File: src/rtl/regfile_8x16.sv
// Eight-entry register file with one synchronous write port, a sequenced clear
// engine and a per-entry valid mask. Optional macro REGFILE_R0_ZERO_EN hard-wires entry 0.
module regfile_8x16 #(
    parameter int               WIDTH   = 16,
    parameter logic [WIDTH-1:0] CLR_VAL = '0
) (
    input  logic             clk,
    input  logic             rst,
    input  logic             wr_en,
    input  logic [2:0]       wr_addr,
    input  logic [WIDTH-1:0] wr_data,
    input  logic             clr_req,
    output logic             busy,
    output logic             wr_drop,
    output logic [7:0]       valid,
    output logic [WIDTH-1:0] q0,
    output logic [WIDTH-1:0] q1,
    output logic [WIDTH-1:0] q2,
    output logic [WIDTH-1:0] q3,
    output logic [WIDTH-1:0] q4,
    output logic [WIDTH-1:0] q5,
    output logic [WIDTH-1:0] q6,
    output logic [WIDTH-1:0] q7
);

    typedef enum logic {
        IDLE  = 1'b0,
        CLEAR = 1'b1
    } state_t;

    state_t           state_q, state_d;
    logic [2:0]       idx_q, idx_d;
    logic             busy_q, busy_d;
    logic             drop_q, drop_d;
    logic [7:0]       valid_q, valid_d;
    logic [WIDTH-1:0] regs_q [8];
    logic [WIDTH-1:0] regs_d [8];
    logic             addr_ok;
    logic             wr_ok;

    // Writes aimed at a hard-wired entry 0 vanish entirely, including any drop pulse.
`ifdef REGFILE_R0_ZERO_EN
    assign addr_ok = (wr_addr != 3'd0);
`else
    assign addr_ok = 1'b1;
`endif

    assign wr_ok = wr_en && addr_ok && !busy_q;

    always_comb begin
        state_d = state_q;
        idx_d   = idx_q;
        unique case (state_q)
            IDLE: begin
                if (clr_req) begin
                    state_d = CLEAR;
                    idx_d   = 3'd0;
                end
            end
            CLEAR: begin
                idx_d = idx_q + 3'd1;
                if (idx_q == 3'd7) begin
                    state_d = IDLE;
                    idx_d   = 3'd0;
                end
            end
            default: begin
                state_d = IDLE;
                idx_d   = 3'd0;
            end
        endcase
        busy_d = (state_d == CLEAR);
        drop_d = wr_en && addr_ok && busy_q;
    end

    // A write and a sweep never hit the same edge: writes are dropped while busy.
    always_comb begin
        valid_d = valid_q;
        for (int n = 0; n < 8; n++) begin
            regs_d[n] = regs_q[n];
            if (wr_ok && (wr_addr == 3'(n))) begin
                regs_d[n]  = wr_data;
                valid_d[n] = 1'b1;
            end
            if ((state_q == CLEAR) && (idx_q == 3'(n))) begin
                regs_d[n]  = CLR_VAL;
                valid_d[n] = 1'b0;
            end
        end
`ifdef REGFILE_R0_ZERO_EN
        regs_d[0]  = CLR_VAL;
        valid_d[0] = 1'b0;
`endif
    end

    always_ff @(posedge clk or posedge rst) begin
        if (rst) begin
            state_q <= IDLE;
            idx_q   <= 3'd0;
            busy_q  <= 1'b0;
            drop_q  <= 1'b0;
            valid_q <= 8'h00;
            for (int n = 0; n < 8; n++) begin
                regs_q[n] <= CLR_VAL;
            end
        end else begin
            state_q <= state_d;
            idx_q   <= idx_d;
            busy_q  <= busy_d;
            drop_q  <= drop_d;
            valid_q <= valid_d;
            for (int n = 0; n < 8; n++) begin
                regs_q[n] <= regs_d[n];
            end
        end
    end

    assign busy    = busy_q;
    assign wr_drop = drop_q;
    assign valid   = valid_q;
    assign q0      = regs_q[0];
    assign q1      = regs_q[1];
    assign q2      = regs_q[2];
    assign q3      = regs_q[3];
    assign q4      = regs_q[4];
    assign q5      = regs_q[5];
    assign q6      = regs_q[6];
    assign q7      = regs_q[7];

endmodule
File: config.mk
export PLATFORM = sky130hd
export DESIGN_NAME = regfile_8x16
export DESIGN_NICKNAME = d
export VERILOG_FILES = /design/src/rtl/regfile_8x16.sv
export SDC_FILE = /design/constraint.sdc
export NUM_CORES = 1
export LEC_CHECK = 0
export CORE_MARGIN = 3
export CORE_UTILIZATION = 43
export DETAILED_ROUTE_END_ITERATION = 8
export PLACE_DENSITY = 0.76
export SYNTH_ARGS = -nofsm -noshare
export SYNTH_HDL_FRONTEND = slang
export SYNTH_SLANG_ARGS = --single-unit
File: constraint.sdc
create_clock -name clk -period 4.6 [get_ports clk]
set_input_delay 0.69 -clock clk [delete_from_list [all_inputs] [get_ports clk]]
set_output_delay 0.69 -clock clk [all_outputs]
set_load 0.01 [all_outputs]
==> results of run 1 <==
[metrics by stage]
step | utilization, % | hold WS (ns) | cell area [um^2] | setup WS (ns) | instances
final | 62.3 | 0.489 | 8050 | 1.65 | 831
after global routing | 62.3 | 0.517 | 8050 | 1.50 | 831
after CTS | 62.3 | 0.497 | 8050 | 1.69 | 831
after detailed placement | 58.0 | 0.477 | 7500 | 1.24 | 800
after global placement | 58.0 | 0.468 | 7500 | 1.33 | 800
after floorplan | - | 0.518 | 5810 | 0.129 | 497
[registers in the layout, summed over array words and instances (netlist names), 3 cells and up]
signal and count:
idx_q 3, q6 16, q5 16, q7 16
q3 16, q4 16, q0 16, q1 16
q2 16, valid 8
[power groups by stage]
| stage | logic [mW] | clock network [mW] | registers (mW) |
|---|---|---|---|
| finish | 1.91 | 1.29 | 2.04 |
| global route | 2.07 | 1.37 | 2.09 |
| CTS | 1.93 | 1.31 | 2.03 |
| detailed placement | 1.92 | 0 | 2.04 |
| global placement | 1.86 | 0 | 2.04 |
| floorplan | 0.610 | 0 | 2.18 |
[worst paths after layout]
kind,to,slack [ns],cells after the start
hold / removal,valid[3],0.49,1
min in group asynchronous,valid[1],0.91,2
max in group asynchronous,idx_q[0],2.78,3
setup reg to reg,q0[0],1.68,3
setup / recovery,q0[0],1.65,4
hold reg to reg,valid[3],0.49,1
[final cells by class]
type                       count  area (um^2)  area share (%)
timing repair buffer         162         1620            20.1
inverter                      25         98.8            1.23
clock inverter                 8         92.6            1.15
sequential                   141         3530            43.8
clock buffer                  23          458            5.69
tap                          172          215            2.67
multi-input combinational    300         2040            25.4
[logic make-up (layout without fill, tap and decap cells)]
| group | Yosys count | after routing | share of synthesized area (%) |
|---|---|---|---|
| buf+inv | 56 | 218 | 4.15 |
| fa+ha+maj | 6 | 6 | 1.29 |
| compound gates | 76 | 76 | 8.37 |
| flops | 141 | 141 | 60.7 |
| simple gates | 122 | 122 | 8.97 |
| mux | 96 | 96 | 16.5 |
[layout by cell type, fill, tap and decap left out]
cell             synthesis  routed
nand2b_1                 5       5
a21boi_0                 3       3
nor2_2                   3       3
inv_1                   25      24
or3b_1                   1       1
nand2_1                100     100
o21ai_0                 33      33
clkbuf_8                 0       1
nand3b_1                 4       4
ha_1                     6       6
a21boi_1                 1       1
o22ai_1                  1       1
or2_2                    2       2
inv_6                    0       1
clkbuf_16                0      17
clkinvlp_4               0       1
clkbuf_1                18       5
bufinv_16                0       2
a21o_1                   2       2
and2_1                   1       1
buf_4                    0       2
nor2_4                   1       1
o31ai_1                  2       2
dfrtp_1                141     141
o21a_1                   2       2
or3_1                    2       2
o211ai_1                32      32
clkinv_2                 0       5
clkdlybuf4s50_1          0     160
nand3_1                  3       3
mux2i_1                 96      96
[per-layer routing]
metal	vias up	track usage (%)	part of all wire [%]
met3	16	6.31	7.2
met5	-	0	0
met2	194	35.8	48
met1	2236	29.3	43
met4	0	6.93	1.1
li1	1986	-	-
[critical path, cell delays in order]
cell             delay, ns
clkdlybuf4s50_1       0.49
or3b_1                0.92
or3_1                 0.89
mux2i_1               0.28
==> impl_metrics.csv, run 1 <==
group,metric,value,unit
floorplan,num_rows,41,
pwr,powerDensity,650,nW/um^2
synthesis,synth_edf_count,0,
layout,area_delta_synth_final,38.5,%
synthesis,synth-seq-cells,141,
global_routing,grt_pass1_vias,4513,
synthesis,synth_most_common_cell,"dfrtp_1",
route,drc,0,
clocking,cts_tree,"built",
route,viasPerCell,5.33,
route,first_pass_iters,5,
pwr,power.leakage,3.67,nW
pwr,power,5.24,mW
synthesis,synth.distinct_cells,26,
sta,final-hold-violation-count,0,
global_routing,grt_usage,22.2,%
floorplan,fp.dieH,122,um
synthesis,synth-main-ff-cell,"dfrtp_1",
status,status,"finished, final reports clean",
critical_path,critPathLaunchType,"input pin",
critical_path,critPathRequiredTime,4.93,ns
clocking,cts_setup_buffers,0,
synthesis,yosys.area.top_type,"dfrtp_1",
pwr,p_comb_share,36.6,%
pwr,seqPwrFrac,38.9,%
route,routedWlPerCell,19.5,um
floorplan,core-area,12900,um^2
flow_run,drv_cap,0,
worst_hold_path,worstHoldPathType,"reg -> reg",
synthesis,yosysWarnings,0,
clocking,cts_buffers,17,
critical_path,r2r-start,"busy",
sta,maxSlewViolCount,0,
critical_path,critPathCaptureType,"flop",
critical_path,worst-path-max-fanout,36,
synthesis,syn_area_per_cell,11.7,um^2
pwr,ir_drop,328,uV
global_routing,grt_pass1_wl,25.1,mm
floorplan,initial_utilization,45.0,%
sta,timing.fmax,339,MHz
sta,finalCritPeriodShare,64.1,%
sta,final.setup.tns,0,ns
clocking,clock-sinks,141,
route,totalWireLength,16.2,mm
place,place_congestion,0.818,
synthesis,netlist_instances,497,
global_routing,antenna_found_initial,0,
sta,rsz0062_at_grt,"false",
worst_hold_path,min-delay-start,"valid[3]",
sta,setup_violations,0,
floorplan,die_w,122,um
synthesis,syn_nets,526,
floorplan,die_area,15000,um^2
pwr,p_int,3.55,mW
pwr,netSwitchingFraction,32.3,%
pwr,power_frac_clock,24.6,%
clocking,clock_path_buffers,2,
pwr,p_sw,1.69,mW
synthesis,synth.area.top_cells,"dfrtp_1 61%, mux2i_1 17%, nand2_1 6.5%",
global_routing,grt_max_degree,123,
sta,min_period,2.95,ns
synthesis,syn_area,5810,um^2
global_routing,grt_remaining_overflow,0,
sta,worst_pin_slew,1.20,ns
floorplan,io_pins,161,
layout,finalNetCount,676,
route,vias,4432,
route,final_antenna_net_count,0,
layout,fill_cells,1061,
sta,fin_skew,0.00974,ns
route,drtIter0Drc,452,
synthesis,async_flop_share,100,%
layout,diodes,0,
clocking,insertion_delay,0.41,ns
place,portBuffers,160,
sta,maxSlewHeadroom,19.8,%
critical_path,worstSetupStartpoint,"wr_addr[0]",
clocking,cts_max_level,4,
synthesis,yosysSeqAreaShare,60.7,%
layout,drive_gt1_share,5.31,%
critical_path,worstSetupPathType,"in -> reg",
clocking,path_clk_slew,0.06,ns
clocking,cts_hold_buffers,0,
critical_path,critPathArrivalTime,3.28,ns
clocking,clockRootBuffer,"clkbuf_16",
synthesis,synth_top_area_share,60.7,%
place,dpl.hpwl,10.8,mm
synthesis,synth_commonest_cells,"141 x dfrtp_1, 100 x nand2_1, 96 x mux2i_1",
clocking,cts.repair.resized,0,
(Power assumes the default switching activity.)
==> run 2: changes to the inputs <==
--- a/config.mk
+++ b/config.mk
@@ -6,9 +6,9 @@
 export NUM_CORES = 1
 export LEC_CHECK = 0
 export CORE_MARGIN = 3
-export CORE_UTILIZATION = 43
+export CORE_UTILIZATION = 48
 export DETAILED_ROUTE_END_ITERATION = 8
-export PLACE_DENSITY = 0.76
+export PLACE_DENSITY = 0.8
 export SYNTH_ARGS = -nofsm -noshare
 export SYNTH_HDL_FRONTEND = slang
 export SYNTH_SLANG_ARGS = --single-unit
==> constraint.sdc (replaced) <==
create_clock -name clk -period 3 [get_ports clk]
set_input_delay 0.45 -clock clk [delete_from_list [all_inputs] [get_ports clk]]
set_output_delay 0.45 -clock clk [all_outputs]
set_load 0.01 [all_outputs]
==> run 2 against run 1 <==
  * Final cell count decreased by 3.1%
  * Sequential share of layout area decreased by 0.26 points
  * Final area up 0.59%
  * Setup slack got worse by 0.90 ns
  * Flip-flop and latch count did not move
  * Clock power grew 65%
  * Clock skew decreased by 0.0029 ns
  * Largest power group unchanged
==> impl_metrics.csv, run 2 (same netlist as run 1, synthesis figures left out) <==
group,metric,value,unit
route,viasPerCell,5.61,
critical_path,critPathLaunchType,"flop",
pwr,ir_drop,535,uV
global_routing,grt_usage,25.4,%
flow_run,drv_cap,0,
sta,final-hold-violation-count,0,
clocking,cts.repair.resized,0,
route,vias,4515,
layout,finalNetCount,679,
global_routing,grt_remaining_overflow,0,
sta,rsz0062_at_grt,"false",
critical_path,critPathArrivalTime,2.58,ns
floorplan,initial_utilization,50.1,%
place,portBuffers,160,
critical_path,r2r_end,"q6[1]",
global_routing,grt_pass1_vias,4698,
place,dpl.hpwl,10.8,mm
sta,timing.fmax,444,MHz
floorplan,core-area,11600,um^2
critical_path,cp.buffers_inverters,1,
layout,fill_cells,855,
layout,drive_gt1_share,6.19,%
clocking,cts_setup_buffers,0,
route,final_antenna_net_count,0,
critical_path,r2r-start,"busy",
critical_path,worst-path-max-fanout,35,
sta,worst_pin_slew,0.991,ns
clocking,clock_path_buffers,2,
clocking,path_clk_slew,0.06,ns
route,first_pass_iters,8,
floorplan,num_rows,39,
route,totalWireLength,16.5,mm
sta,fin_skew,0.00682,ns
critical_path,critPathRequiredTime,3.33,ns
sta,final.setup.tns,0,ns
pwr,powerDensity,1020,nW/um^2
global_routing,antenna_found_initial,0,
global_routing,grt_max_degree,142,
floorplan,die_w,116,um
critical_path,critPathMaxStageDelay,0.58,ns
critical_path,crit_cells,4,
status,status,"finished, final reports clean",
layout,area_delta_synth_final,39.3,%
sta,holdWs,0.480,ns
critical_path,regToRegSetupSlack,0.75,ns
sta,min_period,2.25,ns
route,routedWlPerCell,20.4,um
pwr,power.leakage,3.70,nW
clocking,clock-sinks,141,
layout,layout_commonest_cell,"clkdlybuf4s50_1",
route,drtIter0Drc,377,
critical_path,slowest_stage,"dfrtp_1",
sta,setup_violations,0,
critical_path,cp_cell_sequence,"or3b_1 -> buf_4 -> nor2_4 -> mux2i_1",
clocking,cts_buffers,17,
worst_hold_path,min-delay-start,"valid[7]",
layout,seq_area,3530,um^2
worst_hold_path,hold_depth,1,
layout,multi_input_comb_area,2040,um^2
sta,finalCritPeriodShare,75.0,%
clocking,clockRootBuffer,"clkbuf_16",
floorplan,fp.dieH,116,um
sta,maxSlewHeadroom,33.9,%
critical_path,critPathCaptureType,"flop",
critical_path,worstSetupPathType,"reg -> reg",
clocking,cts_tree,"built",
worst_hold_path,worstHoldPathType,"reg -> reg",
clocking,cts_hold_buffers,0,
critical_path,cp_top_family,"simple AND/OR/NAND/NOR gates",
floorplan,die_area,13500,um^2
place,place_congestion,0.801,
sta,maxSlewViolCount,0,
worst_hold_path,hold_end,"valid[7]",
pwr,power,8.22,mW
critical_path,r2r.worst_path.cells,4,
route,drc,0,
floorplan,io_pins,161,
layout,layout_common_cells,"160 x clkdlybuf4s50_1, 141 x dfrtp_1, 100 x nand2_1",
layout,diodes,0,
clocking,insertion_delay,0.42,ns
global_routing,grt_pass1_wl,25.7,mm
clocking,cts_max_level,4,
run 2: changes by cell type in the layout (fill, tap and decap cells not counted), sizes merged:
cell / change
clkinv: -1
buf: +3
bufinv: +1
clkinvlp: +3
clkbuf: -2
inv: -1
run 2: power by group:
group	internal, mW	leakage, nW	switching (mW)	total [mW]
Sequential	2.62	1.90	0.490	3.11
Combinational	1.59	1.51	1.39	2.98
Clock	1.35	0.285	0.786	2.13
run 2: per-stage QoR:
| stage | instance area (um^2) | setup slack, ns | std cells | utilization [%] |
|---|---|---|---|---|
| global placement | 7500 | 0.585 | 774 | 64.6 |
| floorplan | 5820 | 0.787 | 497 | - |
| detailed placement | 7500 | 0.484 | 774 | 64.6 |
| finish | 8100 | 0.749 | 805 | 69.8 |
| global route | 8100 | 0.598 | 805 | 69.8 |
| CTS | 8100 | 0.732 | 805 | 69.8 |
run 2: worst max path at each step:
stage,from,to
2_1_floorplan,rst,busy
3_3_place_gp,wr_en,q6[8]
3_5_place_dp,wr_en,q6[0]
4_1_cts,busy,q6[9]
5_1_grt,busy,q6[8]
6_report,busy,q6[1]
run 2: final cells by class:
class,instances,area share (%)
tap,143,2.21
timing repair buffer,165,20.4
clock inverter,10,1.73
sequential,141,43.6
inverter,25,1.20
clock buffer,21,5.68
multi-input combinational,300,25.2
run 2: metal layers:
metal  global-route usage (%)  share of wire [%]  up-vias
li1                         -                  -     1996
met1                     32.4                 40     2277
met2                     40.5                 49      200
met3                     6.89                7.4       42
met4                     11.7                3.2        0
met5                        0                  0        -
run 2: worst register-to-register path, delay by kind of cell, from the launching register on:
kind / cells / cell delay [ns]
buf+inv: 1 / 0.27
mux: 1 / 0.29
flops: 1 / 0.58
simple gates: 2 / 1.04
==> run 3: changes to the inputs <==
--- a/config.mk
+++ b/config.mk
@@ -6,9 +6,9 @@
 export NUM_CORES = 1
 export LEC_CHECK = 0
 export CORE_MARGIN = 3
-export CORE_UTILIZATION = 48
+export CORE_UTILIZATION = 43
 export DETAILED_ROUTE_END_ITERATION = 8
-export PLACE_DENSITY = 0.8
+export PLACE_DENSITY = 0.76
 export SYNTH_ARGS = -nofsm -noshare
 export SYNTH_HDL_FRONTEND = slang
 export SYNTH_SLANG_ARGS = --single-unit
==> constraint.sdc (replaced) <==
create_clock -name clk -period 1.8 [get_ports clk]
set_input_delay 0.27 -clock clk [delete_from_list [all_inputs] [get_ports clk]]
set_output_delay 0.27 -clock clk [all_outputs]
set_load 0.01 [all_outputs]
==> run 3 against run 2 <==
  * Clock skew up 0.0031 ns
  * Register-to-register slack worse by 0.65 ns
  * Maximum frequency up 33%
  * Global-route usage down 2.0 points
  * Final cell count up 6.8%
  * Hold slack worse by 0.20 ns
  * Setup slack worse by 0.65 ns
  * Largest cell class unchanged
  * Highest routed layer unchanged
==> impl_metrics.csv, run 3 (same netlist as run 1, synthesis figures left out) <==
group,metric,value,unit
layout,final_cells,860,
route,vias,4536,
sta,layout_setup_ws,0.102,ns
global_routing,grt_max_degree,26,
global_routing,grt.busiest_layer,"met2",
critical_path,worstSetupPathType,"reg -> reg",
place,place_congestion,0.838,
floorplan,initial_utilization,45.0,%
sta,maxSlewHeadroom,59.3,%
global_routing,met3_usage,6.77,%
global_routing,grt_pass1_wl,26.2,mm
sta,timing.fmax,589,MHz
critical_path,cp_top_family,"simple AND/OR/NAND/NOR gates",
sta,finalCritPeriodShare,94.3,%
critical_path,cp.buffers_inverters,1,
global_routing,grt_pass1_vias,4733,
global_routing,grt_remaining_overflow,0,
worst_hold_path,worstHoldPathType,"in -> async",
flow_run,drv_cap,0,
critical_path,regToRegSetupSlack,0.10,ns
clocking,cts_max_level,4,
critical_path,slowest_stage,"or2_2",
floorplan,core-area,12900,um^2
layout,finalNetCount,705,
critical_path,critPathRequiredTime,2.13,ns
floorplan,fp.dieH,122,um
floorplan,io_pins,161,
global_routing,antenna_found_initial,0,
clocking,clock-sinks,141,
floorplan,num_rows,41,
pwr,power.leakage,3.90,nW
layout,layout_common_cells,"159 x clkdlybuf4s50_1, 141 x dfrtp_1, 100 x nand2_1",
critical_path,r2r_end,"q2[12]",
clocking,clockRootBuffer,"clkbuf_16",
sta,rsz0062_at_grt,"false",
critical_path,critPathLaunchType,"flop",
layout,diodes,0,
critical_path,critPathMaxStageDelay,0.43,ns
critical_path,r2r.worst_path.cells,4,
status,status,"finished, final reports clean",
critical_path,cp_cell_sequence,"or3b_1 -> buf_4 -> or2_2 -> o21ai_0",
global_routing,grt_usage,23.3,%
layout,layout_commonest_cell,"clkdlybuf4s50_1",
clocking,cts_setup_buffers,0,
pwr,ir_drop,894,uV
sta,min_period,1.70,ns
route,final_antenna_net_count,0,
floorplan,die_area,15000,um^2
route,drtIter0Drc,302,
sta,setup_violations,0,
clocking,cts_tree,"built",
critical_path,critPathArrivalTime,2.02,ns
critical_path,critPathCaptureType,"flop",
place,dpl.hpwl,11.8,mm
sta,worst_pin_slew,0.609,ns
route,viasPerCell,5.27,
critical_path,worst-path-max-fanout,17,
route,totalWireLength,16.7,mm
place,portBuffers,160,
global_routing,globalRouteMet2Util,37.4,%
clocking,insertion_delay,0.42,ns
route,routedWlPerCell,19.4,um
sta,maxSlewViolCount,0,
route,first_pass_iters,5,
pwr,powerDensity,1660,nW/um^2
critical_path,r2r-start,"busy",
layout,area_delta_synth_final,46.4,%
clocking,cts_hold_buffers,0,
pwr,power,14.1,mW
floorplan,die_w,122,um
place,dp.cells,829,
sta,final.setup.tns,0,ns
sta,final-hold-violation-count,0,
clocking,clock_path_buffers,2,
critical_path,worstSetupStartpoint,"busy",
route,drc,0,
clocking,path_clk_slew,0.06,ns
sta,holdWs,0.281,ns
global_routing,use_met1,30.7,%
sta,fin_skew,0.00988,ns
place,place_ws,-0.245,ns
layout,drive_gt1_share,9.45,%
clocking,cts_buffers,17,
run 3: worst reg2reg max path, delay by kind of cell (launching register included):
family          cells  cell delay [ns]
simple gates        2             0.80
flops               1             0.41
compound gates      1             0.23
buf+inv             1             0.17
run 3: routing by layer:
metal | part of all wire, % | vias up
met5 | 0 | -
met4 | 1.5 | 0
met3 | 7.0 | 19
met2 | 49 | 177
met1 | 43 | 2289
li1 | - | 2051
run 3: report_power, final:
part           internal (mW)  switching (mW)  leakage (nW)
logic                   2.81            2.36          1.68
clock network           2.60            1.24         0.318
registers               4.37           0.770          1.90
total                   9.78            4.37          3.90
run 3: timing repair:
item / CTS / global route
endpoints found under the setup margin: 1 / 0
endpoints found under the hold margin: 0 / 0
resized for setup: 2 / 0
run 3: worst max-delay path by stage:
stage	cells past startpoint	to
2_1_floorplan	1	busy
4_1_cts	4	valid[4]
3_3_place_gp	5	valid[4]
6_report	4	q2[12]
3_5_place_dp	5	q2[12]
5_1_grt	4	q2[12]
run 3: stage by stage:
| step | area (um^2) | util, % |
|---|---|---|
| 2_1_floorplan | 5870 | - |
| 3_3_place_gp | 7860 | 60.8 |
| 3_5_place_dp | 7860 | 60.8 |
| 4_1_cts | 8510 | 65.8 |
| 5_1_grt | 8510 | 65.8 |
| 6_report | 8510 | 65.8 |
run 3: area by class of cell:
class,count,area [um^2]
fillers,998,4420
flip-flops and latches,141,3530
multi-input cells,300,2040
repair buffers,191,1970
clock buffers,25,495
well taps,172,215
clock inverters,6,155
inverters,25,97.6
